==> src/rtl/fetch_pkg.sv <==
// Shared types and constants for the instruction fetch stage.
// Optional macro: FETCH_PERF_CNT_EN (see fetch_stage.sv).
package fetch_pkg;

  localparam int INSTR_W    = 32;
  localparam int DEF_ADDR_W = 32;

  typedef enum logic {
    RUN   = 1'b0,
    FAULT = 1'b1
  } fetch_state_t;

  // Queue entry for the default 32-bit address width; the top builds the
  // same layout at its own ADDR_W.
  typedef struct packed {
    logic [INSTR_W-1:0]    instr;
    logic [DEF_ADDR_W-1:0] pc;
  } fetch_entry_t;

endpackage

==> src/rtl/fetch_fifo.sv <==
// Small fetch queue: DEPTH entries (power of two), synchronous flush that
// overrides push/pop, head entry presented combinationally.
module fetch_fifo
  import fetch_pkg::*;
#(
  parameter int  DEPTH   = 2,
  parameter type entry_t = fetch_entry_t
) (
  input  logic                       clk,
  input  logic                       rst_n,
  input  logic                       i_push,
  input  logic                       i_pop,
  input  logic                       i_flush,
  input  entry_t                     i_din,
  output entry_t                     o_dout,
  output logic                       o_empty,
  output logic                       o_full,
  output logic [$clog2(DEPTH):0]     o_count
);

  localparam int PTR_W = $clog2(DEPTH);
  localparam int CNT_W = PTR_W + 1;

  entry_t             r_mem [DEPTH];
  logic [PTR_W-1:0]   r_rd_ptr;
  logic [PTR_W-1:0]   r_wr_ptr;
  logic [CNT_W-1:0]   r_count;

  // Storage is cleared on reset so the head reads as zero out of reset.
  always_ff @(posedge clk or negedge rst_n) begin
    if (!rst_n) begin
      for (int i = 0; i < DEPTH; i++) r_mem[i] <= '0;
      r_rd_ptr <= '0;
      r_wr_ptr <= '0;
      r_count  <= '0;
    end else if (i_flush) begin
      r_rd_ptr <= '0;
      r_wr_ptr <= '0;
      r_count  <= '0;
    end else begin
      if (i_push) begin
        r_mem[r_wr_ptr] <= i_din;
        r_wr_ptr        <= r_wr_ptr + PTR_W'(1);
      end
      if (i_pop) r_rd_ptr <= r_rd_ptr + PTR_W'(1);
      case ({i_push, i_pop})
        2'b10:   r_count <= r_count + CNT_W'(1);
        2'b01:   r_count <= r_count - CNT_W'(1);
        default: ;
      endcase
    end
  end

  assign o_dout  = r_mem[r_rd_ptr];
  assign o_empty = (r_count == '0);
  assign o_full  = (r_count == CNT_W'(DEPTH));
  assign o_count = r_count;

endmodule

==> src/rtl/fetch_stage.sv <==
// Instruction fetch stage: PC, internal byte memory (big-endian words),
// fetch queue, redirect/flush handling and sticky misaligned-target fault.
// Optional macro: FETCH_PERF_CNT_EN enables the fetch/flush counters;
// without it both counters are tied to zero.
//
// state | meaning
// RUN   | fetching sequentially, redirects accepted
// FAULT | misaligned redirect seen; no fetches, redirects ignored until reset
module fetch_stage
  import fetch_pkg::*;
#(
  parameter int                ADDR_W    = 32,
  parameter int                MEM_BYTES = 256,
  parameter int                DEPTH     = 2,
  parameter logic [ADDR_W-1:0] RESET_PC  = '0
) (
  input  logic               clk,
  input  logic               rst_n,
  input  logic               mem_we,
  input  logic [ADDR_W-1:0]  mem_waddr,
  input  logic [7:0]         mem_wdata,
  input  logic               redirect,
  input  logic [ADDR_W-1:0]  redirect_pc,
  output logic               instr_valid,
  input  logic               instr_ready,
  output logic [INSTR_W-1:0] instr,
  output logic [ADDR_W-1:0]  instr_pc,
  output logic [ADDR_W-1:0]  pc_plus4,
  output logic               fault,
  output logic [31:0]        fetch_cnt,
  output logic [31:0]        flush_cnt
);

  localparam int MA_W  = $clog2(MEM_BYTES);
  localparam int CNT_W = $clog2(DEPTH) + 1;

  typedef struct packed {
    logic [INSTR_W-1:0] instr;
    logic [ADDR_W-1:0]  pc;
  } entry_t;

  logic [7:0]        r_mem [MEM_BYTES];
  logic [ADDR_W-1:0] r_pc;
  logic [ADDR_W-1:0] w_pc_nxt;
  fetch_state_t      r_state;
  fetch_state_t      w_state_nxt;
  logic              w_push;
  logic              w_pop;
  logic              w_flush;
  logic              w_empty;
  logic              w_full;
  logic [CNT_W-1:0]  w_count;
  logic [MA_W-1:0]   w_idx0, w_idx1, w_idx2, w_idx3;
  entry_t            w_din;
  entry_t            w_head;
  logic              w_unused_waddr;

  // Byte memory is not reset; reads below see the pre-write contents.
  always_ff @(posedge clk) begin
    if (mem_we) r_mem[mem_waddr[MA_W-1:0]] <= mem_wdata;
  end

  assign w_unused_waddr = ^mem_waddr[ADDR_W-1:MA_W];

  assign w_idx0 = r_pc[MA_W-1:0];
  assign w_idx1 = w_idx0 + MA_W'(1);
  assign w_idx2 = w_idx0 + MA_W'(2);
  assign w_idx3 = w_idx0 + MA_W'(3);

  assign w_din.instr = {r_mem[w_idx0], r_mem[w_idx1], r_mem[w_idx2], r_mem[w_idx3]};
  assign w_din.pc    = r_pc;

  assign w_pop = instr_valid & instr_ready;

  // Next-state, PC update and queue control; redirect outranks fetching.
  always_comb begin
    w_state_nxt = r_state;
    w_pc_nxt    = r_pc;
    w_push      = 1'b0;
    w_flush     = 1'b0;
    case (r_state)
      RUN: begin
        if (redirect) begin
          w_flush = 1'b1;
          if (redirect_pc[1:0] != 2'b00) w_state_nxt = FAULT;
          else                           w_pc_nxt    = redirect_pc;
        end else if (!w_full || w_pop) begin
          w_push   = 1'b1;
          w_pc_nxt = r_pc + ADDR_W'(4);
        end
      end
      FAULT: ;
      default: w_state_nxt = RUN;
    endcase
  end

  // State and PC registers.
  always_ff @(posedge clk or negedge rst_n) begin
    if (!rst_n) begin
      r_state <= RUN;
      r_pc    <= RESET_PC;
    end else begin
      r_state <= w_state_nxt;
      r_pc    <= w_pc_nxt;
    end
  end

  fetch_fifo #(
    .DEPTH   (DEPTH),
    .entry_t (entry_t)
  ) u_fifo (
    .clk     (clk),
    .rst_n   (rst_n),
    .i_push  (w_push),
    .i_pop   (w_pop),
    .i_flush (w_flush),
    .i_din   (w_din),
    .o_dout  (w_head),
    .o_empty (w_empty),
    .o_full  (w_full),
    .o_count (w_count)
  );

  assign instr_valid = !w_empty;
  assign instr       = w_head.instr;
  assign instr_pc    = w_head.pc;
  assign pc_plus4    = w_head.pc + ADDR_W'(4);
  assign fault       = (r_state == FAULT);

`ifdef FETCH_PERF_CNT_EN
  logic [31:0] r_fetch_cnt;
  logic [31:0] r_flush_cnt;
  logic        w_discard;

  // A word popped in the same cycle as the flush was consumed, not discarded.
  assign w_discard = w_flush && (w_count > CNT_W'(w_pop));

  // Performance counters, wrapping at 2^32.
  always_ff @(posedge clk or negedge rst_n) begin
    if (!rst_n) begin
      r_fetch_cnt <= '0;
      r_flush_cnt <= '0;
    end else begin
      if (w_push)    r_fetch_cnt <= r_fetch_cnt + 32'd1;
      if (w_discard) r_flush_cnt <= r_flush_cnt + 32'd1;
    end
  end

  assign fetch_cnt = r_fetch_cnt;
  assign flush_cnt = r_flush_cnt;
`else
  logic w_unused_cnt;
  assign w_unused_cnt = ^w_count;
  assign fetch_cnt    = '0;
  assign flush_cnt    = '0;
`endif

endmodule

==> config.mk <==
export PLATFORM = sky130hd
export DESIGN_NAME = fetch_stage
export DESIGN_NICKNAME = d
export VERILOG_FILES = /design/src/rtl/fetch_pkg.sv /design/src/rtl/fetch_fifo.sv /design/src/rtl/fetch_stage.sv
export SDC_FILE = /design/constraint.sdc
export NUM_CORES = 2
export LEC_CHECK = 0
export CAP_MARGIN = 20
export CORE_MARGIN = 10
export CORE_UTILIZATION = 35
export DETAILED_ROUTE_END_ITERATION = 10
export DONT_BUFFER_PORTS = 1
export GPL_ROUTABILITY_DRIVEN = 0
export SLEW_MARGIN = 40
export SYNTH_ARGS = -nofsm -noshare
export SYNTH_HDL_FRONTEND = slang
export SYNTH_HIERARCHICAL = 1
export SYNTH_SLANG_ARGS = --single-unit
==> constraint.sdc <==
create_clock -name clk -period 4.8 [get_ports clk]
set_input_delay 0.96 -clock clk [delete_from_list [all_inputs] [get_ports clk]]
set_output_delay 0.96 -clock clk [all_outputs]
set_load 0.01 [all_outputs]
# Word-level counts from Yosys, hierarchy flattened
# Memory sizes are Yosys's and may differ from the RTL's.
# Index checks and enable logic that the tools add are counted.
[word_totals] register_bits=165 ram_bits=2048 input_bits=77 output_inout_bits=162 wordCells=68 mem_count=1
[mem_list] memory="r_mem" words=256 word_bits=8 rd=4 rd_ports_with_merged_regs=0 write_ports=1 line="fetch_stage.sv:42" text="logic [7:0] r_mem [MEM_BYTES];"
[op_classes] add_sub_neg=9 magnitude_cmp=3 n_eq_ne=4 muxes=25 n_bitwise=5 reduce_logical=12
[ops] op="two-way mux 64 bit" n=4
[ops] op="bitwise mux 128 bit" n=1
[ops] op="two-way mux 32 bit" n=3
[ops] op="adder 32 x 3 -> 32 bit, second input constant" n=2
[ops] op="demux 64 bit (select 1 bit)" n=1
[ops] op="adder 8 x 2 -> 8 bit, second input constant" n=2
[ops] op="two-way mux 1 bit" n=14
[ops] op="adder 8 x 1 -> 8 bit, second input constant" n=1
[ops] op="nonzero test 2 bit" n=4
[ops] op="== test 2 bit, second input constant" n=2
[ops] op="greater-or-equal comparator 2 bit, second input constant" n=2
[ops] op="NOT 1 -> 2 bit" n=2
[ops] op="one-hot mux 2 bit (2 select lines)" n=1
[ops] op="AND reduction 3 bit" n=1
[ops] op="nonzero test 3 bit" n=1
[ops] op="adder 1 bit, second input constant" n=2
[ops] op="adder 2 x 1 -> 2 bit, second input constant" n=1
[ops] op="== test 2 x 1 -> 1 bit, second input constant" n=1
[ops] op="zero test 1 bit" n=2
[ops] op="zero test 2 bit" n=1
[ops] op="< comparator 2 x 1 -> 1 bit, second input constant" n=1
[ops] op="two-way mux 2 bit" n=1
[ops] op="!= test 2 bit, second input constant" n=1
[ops] op="NOT 1 bit" n=2
[ops] op="5 further kinds" n=5

# Logic depth before layout (Yosys ltp)
[depth] word_depth=10 mapped_depth=21 ltp_nobuf=11

# By module
# The synthesis kept the hierarchy.
[by_module_without_submodules] mod="fetch_stage" n_inst=1 cells_each=8188 area_per_inst_um2=132646.0 seq_area_each_um2=62324.8
[by_module_without_submodules] mod="fetch_fifo" n_inst=1 cells_each=361 area_per_inst_um2=6043.3 seq_area_each_um2=3303.2

# Worst setup path after synthesis
# OpenSTA, ideal clock, no wires.
[synth_timing] path_kind="register to register" startpoint="reg r_pc[1]" endpoint="reg u_fifo/r_mem[36] in the netlist's numbering" setup_time_ns=0.125 arrival_ns=4.262 t_required_ns=4.675 slack_ns=0.414 stages_incl_launch_ff=20 path_buffers=11 synth_period_minus_slack_ns=4.386 path_cell_list="dfrtp_1 > buf_4 > buf_4 > buf_4 > buf_2 > buf_1 > inv_1 > ha_1 > buf_4 > inv_1 > buf_4 > buf_4 > buf_2 > buf_2 > clkbuf_1 > nand3_1 > a311oi_1 > a31oi_1 > a32o_1 > mux2_2"
[synth_lines] item="from (decl)" line="fetch_stage.sv:43" text="logic [ADDR_W-1:0] r_pc;"
[synth_lines] item="from (signal assigned)" line="fetch_stage.sv:104" text="r_pc <= w_pc_nxt;"
[synth_lines] item="to (signal, indexed assignment)" line="fetch_fifo.sv:42" text="r_mem[r_wr_ptr] <= i_din;"
[synth_lines] item="to (decl)" line="fetch_fifo.sv:24" text="entry_t r_mem [DEPTH];"

==> results.yml <==
clock_network:
  cts_tree: "yes"
  clockBufferDepth: 4
  clk_latency_ns: 1.01
  htreeDepth: 4
  cts_root_buffer: "clkbuf_16"
  cts-buffers-inserted: 243
  cts_sinks: 2213
  cts.clk_slew.worst_paths_ns: 0.07
timing:
  final-max-slew-violation-count: 0
  max_clock_freq_ghz: 0.201
  hold_ws_ns: 0.150
  period_needed_ns: 4.97
  hold_viol: 0
  setup_viol: 8
  fin_ws_ns: -0.168
  rsz0062_at_grt: "no"
  slew-limit-headroom: 0.109
  fin_worst_skew_ns: 0.0972
  worst_pin_slew_ns: 1.34
  fin_crit_sh: 1.04
placed_design:
  dp_cells: 13773
  portBuffers: 0
  dp_hpwl_um: 374000
  preCtsSetupSlack_ns: -0.122
detailed_routing:
  ant_nets: 0
  drc: 0
  avgViaCountPerCell: 6.99
  avgRoutedWirePerCell_um: 38.8
  dr.pass1.iters: 9
  via_count: 99649
  drtIter0Drc: 18409
  wirelength_um: 553000
critical_path:
  worst_setup_path_end_kind: "flop"
  cp_max_fo: 71
  worstPathArrival_ns: 5.83
  cp-start-kind: "flop"
  worstPathCellList: "buf_12, buf_12, mux4_2, mux4_2, mux2i_1, o21ai_0, a211oi_1, buf_4, nand3b_1, mux2_2"
  critical_path.slowest_cell: "dfrtp_4"
  critPathKind: "flop to flop"
  cp_data_required_time_ns: 5.66
  slowest_delay_ns: 0.65
pwr:
  finalPower_mw: 74.3
  p_int_mw: 44.7
  ir_worst_vdd_mv: 0.576
  combPwrFrac: 0.447
  power_frac_seq: 0.293
  power_density_mw_per_mm2: 475
  swShare: 0.398
  power_switching_mw: 29.6
  cellLeakagePower_nw: 52.0
  power.share.clock: 0.261
grt:
  grt_max_degree: 257
  antenna_found_initial: 53
  grt_util_met3: 0.112
  grt_use_met2: 0.359
  busiest_layer: "met2"
  use_met1: 0.307
  grt.total_usage: 0.251
  grt_pass1_wl_um: 760000
  gr-total-overflow: 0
  grt_pass1_vias: 93978
synth:
  syn_area_mm2: 0.139
  synth_top_area_frac: 0.443
  avgSynthCellArea_um2: 16.2
  synth_cell_types: 90
  ys_warn_count: 6
  yosys_register_bits: 2213
  synth-seq-area-share: 0.473
  synth_area_leaders: "edfxtp_1, mux4_2, dfrtp_1, mux2i_1, nand2_1"
  synth_edf_count: 2048
  ys.flop_type: "edfxtp_1"
  postSynth.asyncResetShare: 0.0746
  yosys.area.top_type: "edfxtp_1"
  syn_inst: 8549
job:
  maxCapViolations: 0
die:
  dieHeight_um: 649
  die_area_mm2: 0.422
  ios: 239
  start_util: 0.351
  die_w_um: 649
  row_count: 231
  core-area_mm2: 0.395
layout:
  layout.nets: 8867
  drive_gt1_frac: 0.403
  final_cells: 14265
  syn2layout_area_growth_pct: 12.9
hold_path:
  holdCritPathClass: "input pin to flop"
run_status:
  status: "finished, violations left"
  violations: "negative setup slack"
power by group through the flow:
stage               clock network (mW)  registers, mW  logic [mW]
floorplan                            0           21.9        17.6
CTS                               19.5           21.7        31.5
global placement                     0           22.1        31.2
global route                      20.3           21.8        33.2
detailed placement                   0           22.1        31.3
finish                            19.4           21.8        33.2
cell usage in the layout (no fill, tap or decap), types with 21 or more instances in the layout:
cell	count
edfxtp_1	2048
clkinvlp_4	23
nand4_1	78
bufinv_16	27
clkbuf_1	21
mux2i_1	394
nor3_1	43
mux4_2	2085
dfrtp_1	156
clkbuf_16	249
o22ai_1	49
xnor2_1	25
o221ai_1	26
nor2_1	366
buf_4	685
mux2_2	183
clkinv_2	54
a31oi_1	81
o21ai_0	128
a211oi_1	47
a21oi_1	105
conb_1	64
buf_12	111
mux2_4	60
a22oi_1	27
clkinv_1	40
diode_2	36
a221oi_1	30
nand3_1	285
and3_1	35
a32oi_1	78
nand2_1	1001
worst paths after layout:
check	cells past startpoint	startpoint	end	slack, ns
max	10	r_pc[0]	u_fifo/r_mem[44]	-0.17
min	2	redirect	fault	0.15
max reg2reg	10	r_pc[0]	u_fifo/r_mem[44]	-0.17
min reg2reg	1	u_fifo/r_mem[38]	u_fifo/r_mem[38]	0.50
max in group asynchronous	3	rst_n	r_pc[2]	3.32
min in group asynchronous	2	rst_n	u_fifo/r_mem[98]	0.54
metal layers:
metal,vias to the layer above,part of all wire
met5,-,0.00033
met4,26,0.080
met1,51185,0.33
li1,36666,-
met2,9728,0.42
met3,2044,0.17
worst max-delay path: cells and delay by family (launching register included):
kind / cells / cell delay, ns
simple gates: 1 / 0.39
mux: 4 / 1.99
buf+inv: 3 / 0.97
compound gates: 2 / 0.71
flops: 1 / 0.65
area by class of cell:
type                    instances  area, µm²
diodes                         36       90.1
clock buffers                 271       6320
clock inverters               177       1760
fillers                     35584     239000
inverters                      16       76.3
multi-input cells            5508      68600
flip-flops and latches       2213      65700
well taps                    5242       6560
repair buffers                802       7510
synth_stat cells, types with 12 or more instances:
master / n
nor2b_1: 16
and3_1: 35
nor4_1: 15
nor2_1: 378
a2111oi_0: 18
buf_1: 51
buf_6: 68
xor2_1: 21
xnor2_1: 33
mux2i_1: 395
nor3_1: 48
o221ai_1: 28
dfrtp_1: 165
o211ai_1: 13
a21oi_1: 109
mux4_2: 2085
inv_1: 14
mux2_4: 60
and2_1: 12
a31oi_1: 81
a221oi_1: 31
nand3_1: 289
a211oi_1: 49
nand2_1: 1006
buf_2: 326
edfxtp_1: 2048
buf_4: 229
a32oi_1: 78
clkbuf_1: 192
mux2_2: 183
o22ai_1: 53
o21ai_0: 131
a22oi_1: 27
a311oi_1: 20
nand4_1: 78
per-stage QoR:
step           instance area, µm²  setup TNS (ns)   util
6_report                   157000          -0.557  0.396
2_1_floorplan              139000               0      -
5_1_grt                    157000               0  0.396
3_5_place_dp               148000          -0.232  0.375
3_3_place_gp               148000          -0.943  0.374
4_1_cts                    156000               0  0.395
registers in the layout, indices dropped and copies added, names as in the netlist:
register         count
r_mem             2048
u_fifo/r_mem       128
r_pc                32
u_fifo/o_count       2
fault                1
u_fifo/r_rd_ptr      1
u_fifo/r_wr_ptr      1
cells by family after synthesis:
group,synth area share
AOI/OAI and AO/OA,0.0361
xor gates and xnor gates,0.00392
adders and majority gates,0.000541
buffers and inverters,0.0379
DFF,0.473
muxes,0.388
other,0.0000270
and+or+nand+nor,0.0599
what timing repair did:
| item | 4_1_cts | 5_1_grt |
|---|---|---|
| pin swaps | 0 | 1 |
| resized for setup | 3 | 11 |
| endpoints found under the setup margin | 3 | 18 |
| hold buffers | 1 | 1 |
| buffers inserted | 0 | 2 |
| hold endpoints to repair | 165 | 54 |
No activity file was read; power rests on OpenSTA's default activity.
